===== src/rtl/pc_seq_pkg.sv =====
// ============================================================================
// Module : pc_seq_pkg
// Brief  : Shared branch-class codes and sequencer state encoding.
// Rev    : 1.0  initial release
// ============================================================================
`default_nettype none

package pc_seq_pkg;

    localparam logic [2:0] BR_SEQ  = 3'd0;
    localparam logic [2:0] BR_BLT  = 3'd1;
    localparam logic [2:0] BR_BEQ  = 3'd2;
    localparam logic [2:0] BR_JAL  = 3'd3;
    localparam logic [2:0] BR_JALR = 3'd4;

    typedef enum logic [1:0] {
        ST_BOOT = 2'd0,
        ST_RUN  = 2'd1,
        ST_HALT = 2'd2
    } state_t;

endpackage : pc_seq_pkg

`default_nettype wire


===== src/rtl/sat_counter.sv =====
// ============================================================================
// Module : sat_counter
// Brief  : Saturating up-counter for performance-debug event counts.
// Rev    : 1.0  initial release
// ============================================================================
`default_nettype none

module sat_counter #(
    parameter int CNT_W = 16
) (
    input  logic             ClockIn,
    input  logic             ResetNIn,
    input  logic             IncIn,
    output logic [CNT_W-1:0] CountOut
);

    logic [CNT_W-1:0] r_count;

    always_ff @(posedge ClockIn or negedge ResetNIn) begin
        if (!ResetNIn) begin
            r_count <= '0;
        end else if (IncIn && (r_count != {CNT_W{1'b1}})) begin
            r_count <= r_count + CNT_W'(1);
        end
    end

    assign CountOut = r_count;

endmodule : sat_counter

`default_nettype wire


===== src/rtl/pc_sequencer.sv =====
// ============================================================================
// Module : pc_sequencer
// Brief  : Program counter, branch resolution, flush generation, boot/halt FSM.
// Rev    : 1.0  initial release
// ============================================================================
`default_nettype none

module pc_sequencer
    import pc_seq_pkg::*;
#(
    parameter int              ADDR_W      = 32,
    parameter logic [ADDR_W-1:0] RESET_VEC = 32'h0000_0000,
    parameter logic [ADDR_W-1:0] TRAP_VEC  = 32'h0000_0100,
    parameter int              BOOT_CYCLES = 2,
    parameter int              CNT_W       = 16
) (
    input  logic              ClockIn,
    input  logic              ResetNIn,
    input  logic [2:0]        BranchTypeIn,
    input  logic              LessIn,
    input  logic              ZeroIn,
    input  logic [ADDR_W-1:0] RegRelAddrIn,
    input  logic [ADDR_W-1:0] PCRelAddrIn,
    input  logic              StallIn,
    input  logic              HaltIn,
    output logic [ADDR_W-1:0] PCOut,
    output logic [ADDR_W-1:0] SeqAddrOut,
    output logic              FlushIFIDOut,
    output logic              FlushIDEXOut,
    output logic              TakenOut,
    output logic              HaltedOut,
    output logic [CNT_W-1:0]  RedirectCntOut
);

    localparam int                c_BOOT_W    = (BOOT_CYCLES > 1) ? $clog2(BOOT_CYCLES) : 1;
    localparam logic [c_BOOT_W-1:0] c_BOOT_INIT = c_BOOT_W'(BOOT_CYCLES - 1);

    state_t              r_state;
    state_t              w_stateNext;
    logic [c_BOOT_W-1:0] r_bootCnt;
    logic [c_BOOT_W-1:0] w_bootCntNext;
    logic [ADDR_W-1:0]   r_pc;
    logic [ADDR_W-1:0]   w_pcNext;
    logic [ADDR_W-1:0]   w_target;
    logic                w_brHit;
    logic                w_taken;
    logic                w_flushIfId;
    logic                w_flushIdEx;
    logic                w_halted;

    // Branch resolution is state-independent; the FSM decides whether to act on it.
    always_comb begin
        w_brHit  = 1'b0;
        w_target = PCRelAddrIn;
        case (BranchTypeIn)
            BR_SEQ:  w_brHit = 1'b0;
            BR_BLT:  w_brHit = LessIn;
            BR_BEQ:  w_brHit = ZeroIn;
            BR_JAL:  w_brHit = 1'b1;
            BR_JALR: begin
                w_brHit  = 1'b1;
                w_target = RegRelAddrIn;
            end
            default: begin
                w_brHit  = 1'b1;
                w_target = TRAP_VEC;
            end
        endcase
    end

    always_ff @(posedge ClockIn or negedge ResetNIn) begin
        if (!ResetNIn) begin
            r_state   <= ST_BOOT;
            r_bootCnt <= c_BOOT_INIT;
            r_pc      <= RESET_VEC;
        end else begin
            r_state   <= w_stateNext;
            r_bootCnt <= w_bootCntNext;
            r_pc      <= w_pcNext;
        end
    end

    always_comb begin
        w_stateNext   = r_state;
        w_bootCntNext = r_bootCnt;
        w_pcNext      = r_pc;
        w_taken       = 1'b0;
        w_flushIfId   = 1'b0;
        w_flushIdEx   = 1'b0;
        w_halted      = 1'b0;
        case (r_state)
            ST_BOOT: begin
                w_flushIfId = 1'b1;
                w_flushIdEx = 1'b1;
                if (r_bootCnt == '0) begin
                    w_stateNext = ST_RUN;
                end else begin
                    w_bootCntNext = r_bootCnt - c_BOOT_W'(1);
                end
            end
            ST_RUN: begin
                if (w_brHit) begin
                    w_taken     = 1'b1;
                    w_flushIfId = 1'b1;
                    w_flushIdEx = 1'b1;
                    w_pcNext    = w_target;
                end else if (StallIn) begin
                    // ID/EX bubble for a load-use stall comes from the hazard unit.
                    w_pcNext = r_pc;
                end else if (HaltIn) begin
                    w_stateNext = ST_HALT;
                    w_flushIfId = 1'b1;
                end else begin
                    w_pcNext = SeqAddrOut;
                end
            end
            ST_HALT: begin
                w_halted    = 1'b1;
                w_flushIfId = 1'b1;
            end
            default: begin
                w_stateNext = ST_BOOT;
            end
        endcase
    end

    sat_counter #(
        .CNT_W (CNT_W)
    ) u_redirectCnt (
        .ClockIn  (ClockIn),
        .ResetNIn (ResetNIn),
        .IncIn    (w_taken),
        .CountOut (RedirectCntOut)
    );

    // Reset holds the FSM in BOOT, so strobes are masked to stay quiet while ResetNIn is low.
    assign PCOut        = r_pc;
    assign SeqAddrOut   = r_pc + ADDR_W'(1);
    assign FlushIFIDOut = w_flushIfId & ResetNIn;
    assign FlushIDEXOut = w_flushIdEx & ResetNIn;
    assign TakenOut     = w_taken & ResetNIn;
    assign HaltedOut    = w_halted & ResetNIn;

endmodule : pc_sequencer

`default_nettype wire


===== config.mk =====
export PLATFORM = sky130hd
export DESIGN_NAME = pc_sequencer
export DESIGN_NICKNAME = d
export VERILOG_FILES = /design/src/rtl/pc_seq_pkg.sv /design/src/rtl/sat_counter.sv /design/src/rtl/pc_sequencer.sv
export SDC_FILE = /design/constraint.sdc
export NUM_CORES = 1
export LEC_CHECK = 0
export ABC_AREA = 0
export CORE_MARGIN = 4
export CORE_UTILIZATION = 35
export DETAILED_ROUTE_END_ITERATION = 7
export GPL_TIMING_DRIVEN = 0
export PLACE_DENSITY_LB_ADDON = 0.08
export SLEW_MARGIN = 25
export SYNTH_ARGS = -nofsm -noshare
export SYNTH_HDL_FRONTEND = slang
export SYNTH_SLANG_ARGS = --single-unit

===== constraint.sdc =====
create_clock -name ClockIn -period 2.05 [get_ports ClockIn]
set_clock_uncertainty 0.1 [all_clocks]
set_input_delay 0.5125 -clock ClockIn [delete_from_list [all_inputs] [get_ports ClockIn]]
set_output_delay 0.5125 -clock ClockIn [all_outputs]
set_load 0.1 [all_outputs]

* After elaboration in Yosys (flattened, before gate mapping)
Cells that the tools add are included.
** Storage, ports and cells
- Register bits :: 51
- Input port bits :: 73
- Word-level logic and storage cells :: 51
** Cells by class
- Add/subtract/negate cells :: 3
- Eq/ne operators :: 13
- Multiplexer cells :: 19
- Bitwise logic cells :: 5
- Reduce and logical (&&, ||, !) cells :: 7
** Operator list (count)
- 32-bit two-way mux :: 3
- 32-bit one-hot mux with 2 select lines :: 1
- 32-bit by 1-bit adder with 32-bit output, second input constant :: 1
- 16-bit by 1-bit adder with 16-bit output, second input constant :: 1
- 16-bit inequality test, second input constant :: 1
- 2-bit two-way mux :: 4
- 2-bit inequality test, second input constant :: 4
- 1-bit two-way mux :: 7
- 3-bit by 2-bit equality test with 1-bit output, second input constant :: 2
- 2-bit one-hot mux with 3 select lines :: 1
- 5-bit AND reduction :: 1
- 1-bit bitwise AND :: 4
- 2-bit by 1-bit inequality test with 1-bit output, second input constant :: 2
- 1-bit one-hot mux with 2 select lines :: 2
- 4-bit OR reduction :: 1
- 3-bit by 1-bit equality test with 1-bit output, second input constant :: 1
- 3-bit equality test, second input constant :: 1
- 3-bit zero test :: 1
- 1-bit one-hot mux with 3 select lines :: 1
- 3-bit AND reduction :: 1
- 2-bit by 1-bit equality test with 1-bit output, second input constant :: 1
- 2-bit equality test, second input constant :: 1
- 2-bit zero test :: 1
- 2-bit OR reduction :: 1
- other kinds (3) :: 3

* Depth between registers and ports, before layout
- Depth in word-level cells :: 5
- Gate-level depth with buffers :: 8

* By module
Synthesis repeated with hierarchy kept, for this count alone.
** Unflattened totals
- Cell total of the unflattened synthesis :: 406
- Area total of the unflattened synthesis :: 3707.3 um2
** Modules (own cells, without submodules)
- pc_sequencer :: instances 1, cells each 334, area an instance 2847.7 um2, seq. area each 877.1 um2
- sat_counter :: instances 1, cells each 72, area an instance 859.6 um2, seq. area each 400.4 um2

* Worst setup path after synthesis
No wires, ideal clock.
- Kind :: register to output
- Start :: register r_pc[1], in the netlist PCOut[1]
- End :: output port SeqAddrOut[12]
- Arrival :: 3801 ps
- Required time :: 1437 ps
- Path slack :: -2363 ps
- Stages on the path, launching flop included :: 6
- Buffers on the path :: 0
- Path through :: dfrtp_1 ha_1 nand3_1 nor3_1 nand3_1 xnor2_1
** On the way
- Longest elaborated chain between the ends :: 1
** RTL lines
- start: declaration :: RTL line pc_sequencer.sv:42 : logic [ADDR_W-1:0] r_pc;
- start signal: assignment :: RTL line pc_sequencer.sv:79 : r_pc <= w_pcNext;
- 32-bit by 1-bit adder with 32-bit output :: RTL line pc_sequencer.sv:138 : assign SeqAddrOut = r_pc + ADDR_W'(1);
- end: declaration :: RTL line pc_sequencer.sv:27 : output logic [ADDR_W-1:0] SeqAddrOut,
Every way passes these cells.

* Worst setup path after layout
- Start :: register r_pc[2], in the netlist PCOut[2]
- End :: output port SeqAddrOut[13]
The elaborated chain is that of the path after synthesis.

==> results by group <==
Route
  • Routed Antenna Nets: 0
  • Total Routed Length: roughly 18 mm
  • Via density: 5.818
  • Vias after detailed routing: 4678
  • First-pass DRT Iterations: 5
  • Per-cell routed wire length: around 22 µm
  • DRC: 0
  • Iter 0 DRT Violations: 340

Layout
  • Layout cell share with drive strength beyond 1: 54.84%
  • Final core utilization: 80.57%
  • Diodes inserted: 0
  • Final Net Count: 745
  • Most common cell after layout, fill and taps aside: buf_4
  • Commonest non-fill, non-tap cells in the layout: 78 x buf_4, 64 x clkdlybuf4s50_1, 37 x buf_12
  • P&R area growth vs syn: 121.4%
  • Fillers: 555

Synth
  • Sequential element share of the synthesized area: between 30% and 40%
  • Synth cell types: 52
  • Ys async rst share: 100.0%
  • Synth Cell Area: 3590 µm²
  • Synth warn: 0
  • Syn avg cell area: slightly below 9 µm²
  • Primary FF master, synth: dfrtp_1
  • Post-synthesis cell count: around 400
  • Register bit total from synthesis: 51
  • Syn_nets: 483
  • EDFF count, synth: 0

Setup path
  • Critical path type: reg2out
  • Crit-path cells: buf_8 > nand4_1 > buf_6 > nor2_4 > buf_12 > nand4_1 > xnor2_4 > buf_12
  • Crit. path cell count: 8
  • CP Buf/Inv Count: 4
  • Worst reg2reg startpoint: PCOut[21]
  • Slowest stage delay, CP: 450 ps
  • Crit end category: primary output
  • CP delay by family, top: buffers and inverters
  • Worst EP required: 1440 ps
  • Worst Setup SP: PCOut[2]
  • Worst-case reg-to-reg path depth: 8
  • Crit path DAT: 2090 ps
  • Setup crit start kind: register
  • Crit-path slowest cell: dfrtp_4
  • Crit-path max FO: 6

Floorplanning
  • Core Rows: 36
  • Die height: ~110 µm
  • Starting Density: 36.39%
  • Core footprint: 9864 µm²
  • Die area: 11940 µm²
  • Die X-Extent: between 100 and 150 µm
  • Top-Level Pins: 157

GRT
  • Overflow after GRT: 0
  • Largest net degree at the start of global routing: 23
  • First-pass GRT wire length: 25.44 mm
  • Vias in the first global route: between 4000 and 5000
  • Total track usage: 28.19%
  • Initial antenna violation count: 0

Clocking
  • Sink Count: 51
  • Max Root-Sink Buffers: 2
  • H-tree levels: 2
  • CTS tree: built
  • Clk Latency, worst-skew pair: approximately 320 ps
  • TritonCTS buffer count: 5
  • Clock Tree Root: clkbuf_8
  • Reg clk slew, reported paths: 110 ps

Timing
  • Max Slew Vio Count: 0
  • Worst slew margin: 52.85%
  • Max frequency: roughly 0.37 GHz
  • Worst-Margin Slew: around 710 ps
  • Min Tclk post-route: approximately 2700 ps
  • Final setup viols: 33
  • Unrepaired setup endpoints after global routing: yes
  • Final WS setup: -647.6 ps
  • Final period utilization: 131.6%
  • Hold Fails Final Rpt: 0
  • WHS: 80.02 ps

Power
  • Max VDD drop: 1.228 mV
  • P_leak: 3.241 nW
  • Pwr Density: 1103 nW/µm²

Status
  • Failing checks: negative setup slack
  • Status: finished, violations left

Place
  • Routability Congestion: 0.8238
  • Detailed Place HPWL: 10.85 mm
  • Port Buffer Count: 156

Job
  • Max-cap violations: 0

Hold path
  • Type of the tightest min-delay check: in2async
## synthesized netlist by cell type (all sizes together), types with 2 or more instances
library cell   n  area share, %
dfrtp         50             35
nand2         34            3.6
a21oi         28            3.9
xnor2         28            6.8
nand3         24            3.3
o21ai         23            3.2
nor2          22            2.4
nand4         16            2.8
xor2          16            3.9
a221o         15            4.2
a221oi        15            3.7
buf           15            2.4
clkbuf        15            1.6
nor3          13            2.5
a2bb2oi       11            2.7
and3          11            1.9
o22a          11            2.7
inv            7           0.73
a31oi          5           0.87
a41oi          5            1.2
and2           5           0.87
nor4           5            1.5
and4           4           0.98
o21a           3           0.63
or2            3           0.52
a22o           2           0.49
ha             2           0.70
nand2b         2           0.35
o22ai          2           0.35
or3            2           0.35
## worst register-to-register path: stages, from the launching register on
cell	delay, ps
dfrtp_4	490
and3_4	200
and4bb_1	240
buf_6	160
nand4_1	130
buf_6	170
buf_4	130
o21ai_0	190
a2bb2oi_1	110
## what timing repair did
| item | CTS | global route |
|---|---|---|
| endpoints found under the setup margin | 132 | 69 |
| pin swaps | 35 | 37 |
| resized for setup | 562 | 65 |
| hold endpoints to repair | 10 | 0 |
| buffers inserted | 63 | 40 |
| cloned | 1 | 0 |
| hold buffers | 1 | 0 |
## area by class of cell
class                           count  area (µm²)  share of cell area [%]
Tap cell                          133       166.4                   2.094
Clock buffer                        5       68.82                  0.8659
Sequential cell                    51        1413                   17.77
Timing Repair Buffer              259        2826                   35.56
Multi-Input combinational cell    320        3168                   39.86
Buffer                             26       235.2                   2.960
Clock inverter                      3       43.79                  0.5510
Inverter                            7       26.28                  0.3306
## worst paths after layout
check | end | slack [ps]
max | SeqAddrOut[13] | -650
min | PCOut[13] | 80
max reg2reg | PCOut[30] | 0
min reg2reg | r_bootCnt | 370
max in group asynchronous | PCOut[21] | 800
min in group ClockIn | r_bootCnt | 370
## registers in the layout, summed over array words and instances (netlist names)
name,cells
PCOut,32
u_redirectCnt.CountOut,16
r_state,2
r_bootCnt,1
## metal layers
layer	global-route usage (%)	part of all wire, %	up-vias
li1	-	-	2090
met1	35.48	40	2281
met2	46.80	49	256
met3	6.039	8.5	51
met4	11.93	3.1	0
met5	0	0	-
## power by group
group	internal, W	switching (W)
clock network	0.000365	0.000392
registers	0.00136	0.000439
logic	0.00203	0.00418
total	0.00375	0.00501
## cell families after synthesis
kind of cell             after synthesis  share of synthesized area, %
adder cells (fa/ha/maj)                2                        0.6970
buffers and inverters                 37                         4.705
XOR/XNOR                              44                         10.74
AND/OR/NAND/NOR                      145                         22.24
multiplexers                           2                        0.5925
flip-flops                            51                         35.59
AO/OA/AOI/OAI                        127                         25.44
## stage by stage
stage | instance area, µm² | instances | TNS, ps | power (W) | worst slack, ps
floorplan | 4519 | 408 | -21750 | 0.005860 | -883.5
global placement | 6247 | 697 | -178650 | 0.007080 | -3110
detailed placement | 6272 | 698 | -86080 | 0.007133 | -1803
CTS | 7541 | 770 | -15040 | 0.008492 | -656.9
global route | 7948 | 804 | -18290 | 0.009010 | -722.8
finish | 7948 | 804 | -16030 | 0.008766 | -647.6
(Power assumes the default switching activity.)
